==> src/rtl/multicycle_sequencer.sv <==
// Multi-cycle control sequencer for the RV32 datapath.
// Steps FETCH -> DECODE -> EXEC -> (MEM) -> (WB) over one shared memory port
// with a req/ready handshake, emits per-cycle datapath strobes, counts
// retired instructions and parks in a sticky TRAP on unsupported opcodes.
// Ports:
//   clk, reset (async, active-low)
//   run, opcode[6:0], alu_zero, mem_ready, trap_clear     control inputs
//   mem_req, mem_we, ir_write, pc_write, pc_src, alu_src,
//   alu_operation[3:0], reg_write, mem_to_regs, illegal   datapath strobes
//   instret[CNT_W-1:0]                                     retired count
//   state[STATE_W-1:0]                                     debug state
module multicycle_sequencer #(
  parameter int unsigned CNT_W   = 32,
  parameter int unsigned STATE_W = 3
) (
  input  logic               clk,
  input  logic               reset,
  input  logic               run,
  input  logic [6:0]         opcode,
  input  logic               alu_zero,
  input  logic               mem_ready,
  input  logic               trap_clear,
  output logic               mem_req,
  output logic               mem_we,
  output logic               ir_write,
  output logic               pc_write,
  output logic               pc_src,
  output logic               alu_src,
  output logic [3:0]         alu_operation,
  output logic               reg_write,
  output logic               mem_to_regs,
  output logic               illegal,
  output logic [CNT_W-1:0]   instret,
  output logic [STATE_W-1:0] state
);

  localparam int unsigned ST_W  = 3;
  localparam int unsigned CLS_W = 3;

  localparam logic [ST_W-1:0] S_FETCH  = 3'd0;
  localparam logic [ST_W-1:0] S_DECODE = 3'd1;
  localparam logic [ST_W-1:0] S_EXEC   = 3'd2;
  localparam logic [ST_W-1:0] S_MEM    = 3'd3;
  localparam logic [ST_W-1:0] S_WB     = 3'd4;
  localparam logic [ST_W-1:0] S_TRAP   = 3'd5;

  localparam logic [CLS_W-1:0] C_R      = 3'd0;
  localparam logic [CLS_W-1:0] C_LOAD   = 3'd1;
  localparam logic [CLS_W-1:0] C_STORE  = 3'd2;
  localparam logic [CLS_W-1:0] C_BRANCH = 3'd3;
  localparam logic [CLS_W-1:0] C_ILL    = 3'd4;

  localparam logic [3:0] ALU_ADDR = 4'd0;
  localparam logic [3:0] ALU_ADD  = 4'd2;
  localparam logic [3:0] ALU_CMP  = 4'd7;

  logic [ST_W-1:0]  state_q, state_d;
  logic [CLS_W-1:0] class_q, class_d;
  logic [CNT_W-1:0] instret_q, instret_d;
  logic [CLS_W-1:0] dec_class_c;
  logic             retire_c;

  // Opcode classification, same decode as the core control unit.
  always_comb begin
    dec_class_c = C_ILL;
    case (opcode)
      7'h33:   dec_class_c = C_R;
      7'h03:   dec_class_c = C_LOAD;
      7'h23:   dec_class_c = C_STORE;
      7'h63:   dec_class_c = C_BRANCH;
      default: dec_class_c = C_ILL;
    endcase
  end

  // State register.
  always_ff @(posedge clk or negedge reset) begin
    if (!reset) begin
      state_q <= S_FETCH;
    end else begin
      state_q <= state_d;
    end
  end

  // Next-state logic.
  always_comb begin
    state_d = state_q;
    case (state_q)
      S_FETCH:  if (run && mem_ready) state_d = S_DECODE;
      S_DECODE: state_d = (dec_class_c == C_ILL) ? S_TRAP : S_EXEC;
      S_EXEC: begin
        case (class_q)
          C_R:             state_d = S_WB;
          C_LOAD, C_STORE: state_d = S_MEM;
          default:         state_d = S_FETCH;
        endcase
      end
      S_MEM:    if (mem_ready) state_d = (class_q == C_LOAD) ? S_WB : S_FETCH;
      S_WB:     state_d = S_FETCH;
      S_TRAP:   if (trap_clear) state_d = S_FETCH;
      default:  state_d = S_FETCH;
    endcase
  end

  // Strobe outputs; gated by reset so they drop without waiting for a clock.
  always_comb begin
    mem_req       = 1'b0;
    mem_we        = 1'b0;
    ir_write      = 1'b0;
    pc_write      = 1'b0;
    pc_src        = 1'b0;
    alu_src       = 1'b0;
    alu_operation = ALU_ADDR;
    reg_write     = 1'b0;
    mem_to_regs   = 1'b0;
    illegal       = 1'b0;
    if (reset) begin
      case (state_q)
        S_FETCH: begin
          mem_req = run;
          if (run && mem_ready) begin
            ir_write = 1'b1;
            pc_write = 1'b1;
          end
        end
        S_EXEC: begin
          case (class_q)
            C_R: alu_operation = ALU_ADD;
            C_LOAD, C_STORE: alu_src = 1'b1;
            C_BRANCH: begin
              alu_operation = ALU_CMP;
              pc_write      = alu_zero;
              pc_src        = alu_zero;
            end
            default: ;
          endcase
        end
        S_MEM: begin
          mem_req = 1'b1;
          alu_src = 1'b1;
          mem_we  = (class_q == C_STORE);
        end
        S_WB: begin
          reg_write   = 1'b1;
          mem_to_regs = (class_q == C_LOAD);
        end
        S_TRAP:  illegal = 1'b1;
        default: ;
      endcase
    end
  end

  // Class latch and retired-instruction counter.
  always_comb begin
    class_d  = class_q;
    retire_c = 1'b0;
    if (state_q == S_DECODE) class_d = dec_class_c;
    case (state_q)
      S_EXEC:  retire_c = (class_q == C_BRANCH);
      S_MEM:   retire_c = mem_ready && (class_q == C_STORE);
      S_WB:    retire_c = 1'b1;
      default: retire_c = 1'b0;
    endcase
    instret_d = retire_c ? instret_q + CNT_W'(1) : instret_q;
  end

  always_ff @(posedge clk or negedge reset) begin
    if (!reset) begin
      class_q   <= C_R;
      instret_q <= '0;
    end else begin
      class_q   <= class_d;
      instret_q <= instret_d;
    end
  end

  assign instret = instret_q;
  assign state   = STATE_W'(state_q);

endmodule

==> config.mk <==
export PLATFORM = sky130hd
export DESIGN_NAME = multicycle_sequencer
export DESIGN_NICKNAME = d
export VERILOG_FILES = /design/src/rtl/multicycle_sequencer.sv
export SDC_FILE = /design/constraint.sdc
export NUM_CORES = 1
export LEC_CHECK = 0
export ABC_AREA = 1
export CAP_MARGIN = 5
export CORE_AREA = 10 10 82 84
export CTS_CLUSTER_DIAMETER = 60
export CTS_CLUSTER_SIZE = 28
export DETAILED_ROUTE_END_ITERATION = 16
export DIE_AREA = 0 0 92 94
export HOLD_SLACK_MARGIN = 0.02
export PLACE_DENSITY_LB_ADDON = 0.08
export SLEW_MARGIN = 25
export SYNTH_ARGS = -nofsm -noshare
export SYNTH_HDL_FRONTEND = slang
export SYNTH_SLANG_ARGS = --single-unit
export TNS_END_PERCENT = 30
==> constraint.sdc <==
create_clock -name clk -period 3.6 [get_ports clk]
set_input_delay 0.72 -clock clk [delete_from_list [all_inputs] [get_ports clk]]
set_output_delay 0.72 -clock clk [all_outputs]
set_load 0.01 [all_outputs]
Yosys cells after proc, flatten, opt, wreduce, memory -nomap -nowiden
Cells that the tools add are included.
{"block": "totals", "ff_bits": 38, "latchBits": 0, "mem_bits_rw": 0, "rom_bits": 0, "in_bits": 13, "out_inout_bits": 48, "n_memories": 0}
{"block": "op_classes", "add_sub_neg": 1, "multipliers": 0, "div_mod_pow": 0, "magnitude_cmp": 0, "n_eq_ne": 16, "shifts": 0, "n_mux": 33, "bitwise_logic": 0, "reduce_logical": 6}
{"op": "32-bit by 1-bit adder with 32-bit output, second input constant", "n": 1}
{"op": "3-bit 2-to-1 mux", "n": 7}
{"op": "1-bit 2-to-1 mux", "n": 18}
{"op": "3-bit one-hot mux with 5 select lines", "n": 1}
{"op": "7-bit by 6-bit equality test with 1-bit output, second input constant", "n": 2}
{"op": "3-bit by 2-bit equality test with 1-bit output, second input constant", "n": 4}
{"op": "3-bit one-hot mux with 2 select lines", "n": 2}
{"op": "3-bit one-hot mux with 4 select lines", "n": 1}
{"op": "3-bit equality test, second input constant", "n": 3}
{"op": "7-bit by 2-bit equality test with 1-bit output, second input constant", "n": 1}
{"op": "7-bit equality test, second input constant", "n": 1}
{"op": "3-bit by 1-bit equality test with 1-bit output, second input constant", "n": 2}
{"op": "3-bit logical NOT", "n": 2}
{"op": "2-bit inequality test, second input constant", "n": 3}
{"op": "1-bit one-hot mux with 2 select lines", "n": 3}
{"op": "1-bit one-hot mux with 3 select lines", "n": 1}
{"op": "3-bit AND reduction", "n": 1}
{"op": "1-bit logical AND", "n": 2}
{"op": "2-bit OR reduction", "n": 1}

Logic depth before layout (Yosys ltp)
Gate-level depths: netlist of run 1.
{"block": "depth", "ltp_word": 5, "ltp_mapped": 9}

Worst setup path after synthesis of run 1
No wires, ideal clock.
{"block": "synth_path", "kind": "register to output", "startpoint": "register state_q[0] (netlist: state[0])", "endpoint": "output alu_operation[2]", "arrival_time_ns": 1.153, "required_ns": 2.880, "slack_ns": 1.727, "path_stages_with_launch": 7, "path_cell_list": "dfrtp_1 -> inv_1 -> nand3_2 -> nor2_2 -> nand2_1 -> inv_1 -> buf_4"}
{"block": "synth_via", "elab_chain_len": 3}
{"item": "start, declared", "line_no": "57", "text": "logic [ST_W-1:0] state_q, state_d;"}
{"item": "start signal, assigned", "line_no": "80", "text": "state_q <= state_d;"}
{"item": "3-bit by 2-bit equality test with 1-bit output", "line_no": "117", "text": "case (state_q)"}
{"item": "3-bit 2-to-1 mux", "line_no": "117"}
{"item": "3-bit 2-to-1 mux", "line_no": "116", "text": "if (reset) begin"}
{"item": "end, declared", "line_no": "29", "text": "output logic [3:0] alu_operation,"}
No other way between the ends.

Final worst setup path of run 1
{"block": "layout_path", "startpoint": "input mem_ready", "endpoint": "output pc_write"}
{"block": "layout_via", "elab_chain_len": 4}
{"item": "start, declared", "line_no": "21", "text": "input logic mem_ready,"}
{"item": "1-bit logical AND", "line_no": "120", "text": "if (run && mem_ready) begin"}
{"item": "1-bit 2-to-1 mux", "line_no": "120"}
{"item": "1-bit one-hot mux with 2 select lines", "line_no": "117"}
{"item": "1-bit 2-to-1 mux", "line_no": "116"}
{"item": "end, declared", "line_no": "26", "text": "output logic pc_write,"}
No other way between the ends.

==> metrics.txt, run 1 <==
antenna violations before repair=0; VDD IR max=approximately 0.00025 V; wire per inst=13.4 µm; share of layout cells above drive strength 1=0.0955; IO Port Bufs=59; Yosys top cell area share=0.378; # diodes=0; combinational power share=0.328; antenna viol nets, final=0; leading area contributor after synthesis=dfrtp_1; status=finished, final reports clean; clk buf depth=2; Setup WS post-layout=around 0.77 ns; top cells by area, synth=dfrtp_1 38%, nand2_1 17%, inv_1 6.0%; FFs w/ async S/R, synth=1.00; starting DRC count in detailed routing=around 150; vias per cell=5.09; Yosys cell types=29; DR pass1 iterations=4; clock buffer count from CTS=5; Syn. warnings=0; fin nets=about 430; initial core utilization=0.496; Cell Area, Synth=roughly 2500 µm²; Fmax=about 350 MHz; total negative slack=0 ns; vias in the first global route=2456; num rows=26; area of the multi-input gates=roughly 1300 µm²; Hold WS=approximately 0.51 ns; RR Startpoint=state[0]; gr ovfl total=0; FF/Latch Area=approximately 950 µm²; GRT Util Overall=0.155; clock skew after layout=approximately 0.011 ns; Crit path top cell by count=clkdlybuf4s50_1; min-delay src=instret[31]; Hold Vio Cnt, Final=0; fin crit share=0.787; clock network power share=0.247; Syn-to-layout area delta=27.4%; max-slew violation count=0; EDFF count, synth=0; Pleak=approximately 0.0013 µW; Worst slew margin=0.399; crit path time final=between 2 and 3 ns; critical path startpoint=mem_ready; routed wl met2=~2900 µm; die footprint=a little under 9000 µm²; fillers=486; Critical Path Slowest Stage Cell=clkdlybuf4s50_1; Top Family by Delay on Critical Path=buffers and inverters; Max-Cap Viols=0; CTS Hold Bufs=0; Sink Count=38; Hold WC Path Type=reg2reg; Core Box Area=about 5100 µm²; Post-Synthesis Cells=roughly 360; CTS tree=done; Chip Height=roughly 94 µm; clk root buf=clkbuf_8; worst-margin pin slew=approximately 0.90 ns; first-pass GRT wire length=around 11000 µm; Pint=around 800 µW; via count=~2500; CP Cell Sequence=clkdlybuf4s50_1 > inv_1 > o22ai_1 > clkdlybuf4s50_1; CTS resizes=0; largest net degree at the start of global routing=between 40 and 50; highest routing layer actually used=met4; crit start category=input pin; placed insts=between 400 and 500; Commonest cells post-synth=112 x nand2_1, 40 x inv_1, 39 x nor2_1, 38 x dfrtp_1, 27 x nand3_1; Setup CP Type=in2out; Worst EP required=approximately 2.9 ns; Sw Pwr=around 470 µW; Setup Buffers After CTS=0; I/O pins=61; Flop pwr share=0.425; met3 WL=slightly below 600 µm; RSZ-0062 raised after global routing=false; dpl ws=around 0.77 ns; Clock transition at path regs=about 0.070 ns; post-synthesis sequential area ratio=0.378; H-tree depth=2; CP Max Fanout=4; Sw Ratio=0.375; drt drc=0; Largest stage delay, worst path=roughly 0.57 ns; Net Count, Synth=373; CP Capture Type=output pin; Die X=roughly 90 µm; Post-synth top flop=dfrtp_1; Finished Layout Cells=489; power per cell area=about 390 nW/µm²; count leader, synth=nand2_1; register bit total from synthesis=38; Setup violations, final=0; RePlAce Congestion=0.947; clock latency on the worst-skew pair=approximately 0.30 ns; Syn Area/Cell=7.02 µm²; DRT Wirelength=between 6000 and 7000 µm; Buf/Inv on CP=3; WP data arrival=about 2.1 ns; M1 WL=3010 µm; dpl hpwl=between 5000 and 6000 µm
-- per-layer routing --
metal,track usage,vias to the layer above
met5,0,-
met4,0.0553,0
met3,0.0616,10
met2,0.249,78
met1,0.185,1147
li1,-,1256
-- registers in the layout (all words and copies together) (netlist names) --
name,count
class_q,3
instret,32
state,3
-- cell type report --
cell class | count | share of cell area
Inverter | 44 | 0.0515
Timing Repair Buffer | 60 | 0.185
Sequential cell | 38 | 0.296
Multi-Input combinational cell | 269 | 0.411
Tap cell | 70 | 0.0273
Clock buffer | 7 | 0.0269
Clock inverter | 1 | 0.00156
-- cells by family after synthesis --
logic type / Yosys count / synth area share
other: 1 / 0.00149
AND/OR/NAND/NOR: 238 / 0.449
AO/OA/AOI/OAI: 25 / 0.0522
flip-flops: 38 / 0.378
adder cells (fa/ha/maj): 1 / 0.00497
buffers and inverters: 52 / 0.0984
XOR/XNOR: 4 / 0.0169
-- per-stage QoR --
| stage | utilization | cell area, µm² | total power (µW) |
|---|---|---|---|
| after floorplan | - | 2520 | 837 |
| after global placement | 0.614 | 3120 | 955 |
| after detailed placement | 0.614 | 3120 | 963 |
| after CTS | 0.632 | 3210 | 1270 |
| after global routing | 0.632 | 3210 | 1340 |
| final | 0.632 | 3210 | 1260 |
-- worst register-to-register path, delay by kind of cell, from the launching register on --
kind / cells / cell delay [ns]
DFF: 1 / 0.47
AOI/OAI and AO/OA: 1 / 0.11
buffers and inverters: 1 / 0.11
and+or+nand+nor: 5 / 1.02
-- cells in the final DEF (no fill, tap or decap), types with 6 or more instances in the layout --
cell type        synthesis  final
o21ai_1                 12     12
dfrtp_1                 38     38
nand3b_1                15     15
nor2_2                  12     12
clkbuf_8                 0      6
nand2_1                112    112
clkdlybuf4s50_1          0     58
o21ai_0                  8      8
nand3_1                 27     27
nand4_1                 13     13
nor2_1                  39     39
inv_1                   40     40
-- power groups by stage --
| stage | Combinational, µW | Sequential, µW | Clock [µW] |
|---|---|---|---|
| after floorplan | 286 | 551 | 0 |
| after global placement | 414 | 541 | 0 |
| after detailed placement | 420 | 543 | 0 |
| after CTS | 421 | 536 | 317 |
| after global routing | 465 | 546 | 331 |
| final | 414 | 536 | 312 |
-- path summary, 6_finish.rpt --
| check | to | slack [ns] | depth (start not counted) |
|---|---|---|---|
| worst min-delay path | instret[31] | 0.51 | 2 |
| max in group asynchronous | state[1] | 2.72 | 2 |
| worst max-delay path | pc_write | 0.77 | 4 |
| worst min register to register | instret[31] | 0.51 | 2 |
| min in group asynchronous | class_q[2] | 0.54 | 2 |
| worst max register to register | instret[29] | 1.78 | 7 |
Power figures use the tool's default switching activity.
==> run 2: changes to the inputs <==
==> constraint.sdc (replaced) <==
create_clock -name clk -period 2.87 [get_ports clk]
set_input_delay 0.574 -clock clk [delete_from_list [all_inputs] [get_ports clk]]
set_output_delay 0.574 -clock clk [all_outputs]
set_load 0.01 [all_outputs]
==> metrics.txt, run 2 (synthesized netlist as in run 1, its figures left out) <==
dpl ws=0.341 ns (was 0.766 ns); wire per inst=13.3 µm (was 13.4 µm); Setup Buffers After CTS=0 (unchanged); fin nets=433 (was 432); final core utilization=0.637 (was 0.632); clock latency on the worst-skew pair=0.29 ns (was 0.30 ns); combinational power share=0.322 (was 0.328); clock skew after layout=0.0132 ns (was 0.0105 ns); initial core utilization=0.496 (unchanged); CTS tree=done (unchanged); Core Box Area=5070 µm² (unchanged); most frequent cells in the layout=112 x nand2_1, 58 x clkdlybuf4s50_1, 40 x inv_1, 39 x nor2_1, 38 x dfrtp_1 (unchanged); antenna violations before repair=0 (unchanged); Max-Cap Viols=0 (unchanged); R2R depth=8 (was 7); number of flip-flops in the largest register=32 (unchanged); CP Capture Type=output pin (unchanged); Pint=1060 µW (was 788 µW); RePlAce Congestion=0.943 (was 0.947); max-slew violation count=0 (unchanged); vias in the first global route=2397 (was 2456); via count=2474 (was 2491); Setup WS post-layout=0.304 ns (was 0.768 ns); Syn-to-layout area delta=28.4% (was 27.4%); CP Max Fanout=6 (was 4); Sink Count=38 (unchanged); crit path time final=between 2 and 3 ns; fillers=474 (was 486); clk root buf=clkbuf_8 (unchanged); die footprint=8650 µm² (unchanged); flop-to-flop setup slack=1.09 ns (was 1.78 ns); first-pass GRT wire length=11000 µm (was 11300 µm); WP data arrival=1.99 ns (was 2.11 ns); Hold Vio Cnt, Final=0 (unchanged); crit start category=register (was input pin); Worst EP required=2.30 ns (was 2.88 ns); Fmax=around 390 MHz; Hold WS=0.395 ns (was 0.511 ns); vias per cell=5.05 (was 5.09); clock buffer count from CTS=5 (unchanged); status=finished, final reports clean (unchanged); DR pass1 iterations=4 (unchanged); # diodes=0 (unchanged); Sw Ratio=0.359 (was 0.375); clk buf depth=2 (unchanged); I/O pins=61 (unchanged); dpl hpwl=5000 µm (was 5020 µm); CTS Hold Bufs=0 (unchanged); gr ovfl total=0 (unchanged); starting DRC count in detailed routing=175 (was 154); share of layout cells above drive strength 1=0.100 (was 0.0955); GRT Util Overall=0.152 (was 0.155); Flop pwr share=0.405 (was 0.425); IO Port Bufs=59 (unchanged); total negative slack=0 ns (unchanged); num rows=26 (unchanged); Total Power=1650 µW (was 1260 µW); antenna viol nets, final=0 (unchanged); largest net degree at the start of global routing=44 (unchanged); Setup CP Type=reg2out (was in2out); H-tree depth=2 (unchanged); clock network power share=0.272 (was 0.247); Setup violations, final=0 (unchanged); Die X=92 µm (unchanged); reg2reg end=instret[30] (was instret[29]); DRT Wirelength=6520 µm (was 6570 µm); power per cell area=510 nW/µm² (was 393 nW/µm²); Chip Height=94 µm (unchanged); RSZ-0062 raised after global routing=false (unchanged); most common cell after layout, fill and taps aside=nand2_1 (unchanged); Clock transition at path regs=0.09 ns (was 0.07 ns); CTS resizes=0 (unchanged); drt drc=0 (unchanged); Hold WC Path Type=in2async (was reg2reg); Sw Pwr=593 µW (was 474 µW); VDD IR max=0.000303 V (was 0.000249 V); fin crit share=0.894; RR Startpoint=instret[0] (was state[0]); Pleak=0.00136 µW (was 0.00134 µW)
==> run 2: layout make-up <==
| cell class | count | area, µm² | area share |
|---|---|---|---|
| Sequential cell | 38 | 951 | 0.294 |
| Clock buffer | 5 | 68.8 | 0.0213 |
| Timing Repair Buffer | 61 | 601 | 0.186 |
| Tap cell | 70 | 87.6 | 0.0271 |
| Inverter | 44 | 165 | 0.0511 |
| Multi-Input combinational cell | 269 | 1320 | 0.408 |
| Clock inverter | 3 | 40.0 | 0.0124 |
==> run 2: worst max-delay path, cell delays in order (launching register included) <==
cell and delay, ns:
dfrtp_1 0.48, inv_2 0.10, nand3_2 0.10, nor2_2 0.17, nand2_1 0.15, o22ai_1 0.14, clkdlybuf4s50_1 0.57
==> run 2: worst max-delay path by stage <==
stage	endpoint	depth (start not counted)	from
detailed placement	pc_write	4	mem_ready
CTS	pc_write	4	state[0]
global route	pc_write	4	state[0]
finish	pc_write	6	state[2]
global placement	pc_write	4	mem_ready
floorplan	alu_operation[2]	6	state[0]
==> run 2: stage by stage <==
| stage | cells | area, µm² |
|---|---|---|
| floorplan | 359 | 2520 |
| global placement | 482 | 3120 |
| detailed placement | 482 | 3120 |
| CTS | 490 | 3230 |
| global route | 490 | 3230 |
| finish | 490 | 3230 |
==> run 2: metal layers <==
metal  wire length, µm  track usage  up-vias  part of all wire
li1                  -            -     1259                 -
met1              2900        0.178     1137              0.45
met2              2920        0.246       71              0.45
met3               609       0.0671        7             0.093
met4                82       0.0463        0             0.013
met5                 0            0        -                 0
==> run 2: power by group through the flow <==
stage	clock [µW]	sequential, µW	combinational [µW]
after floorplan	0	691	359
after global placement	0	677	532
after detailed placement	0	679	536
after CTS	460	670	541
after global routing	489	680	591
final	449	669	532
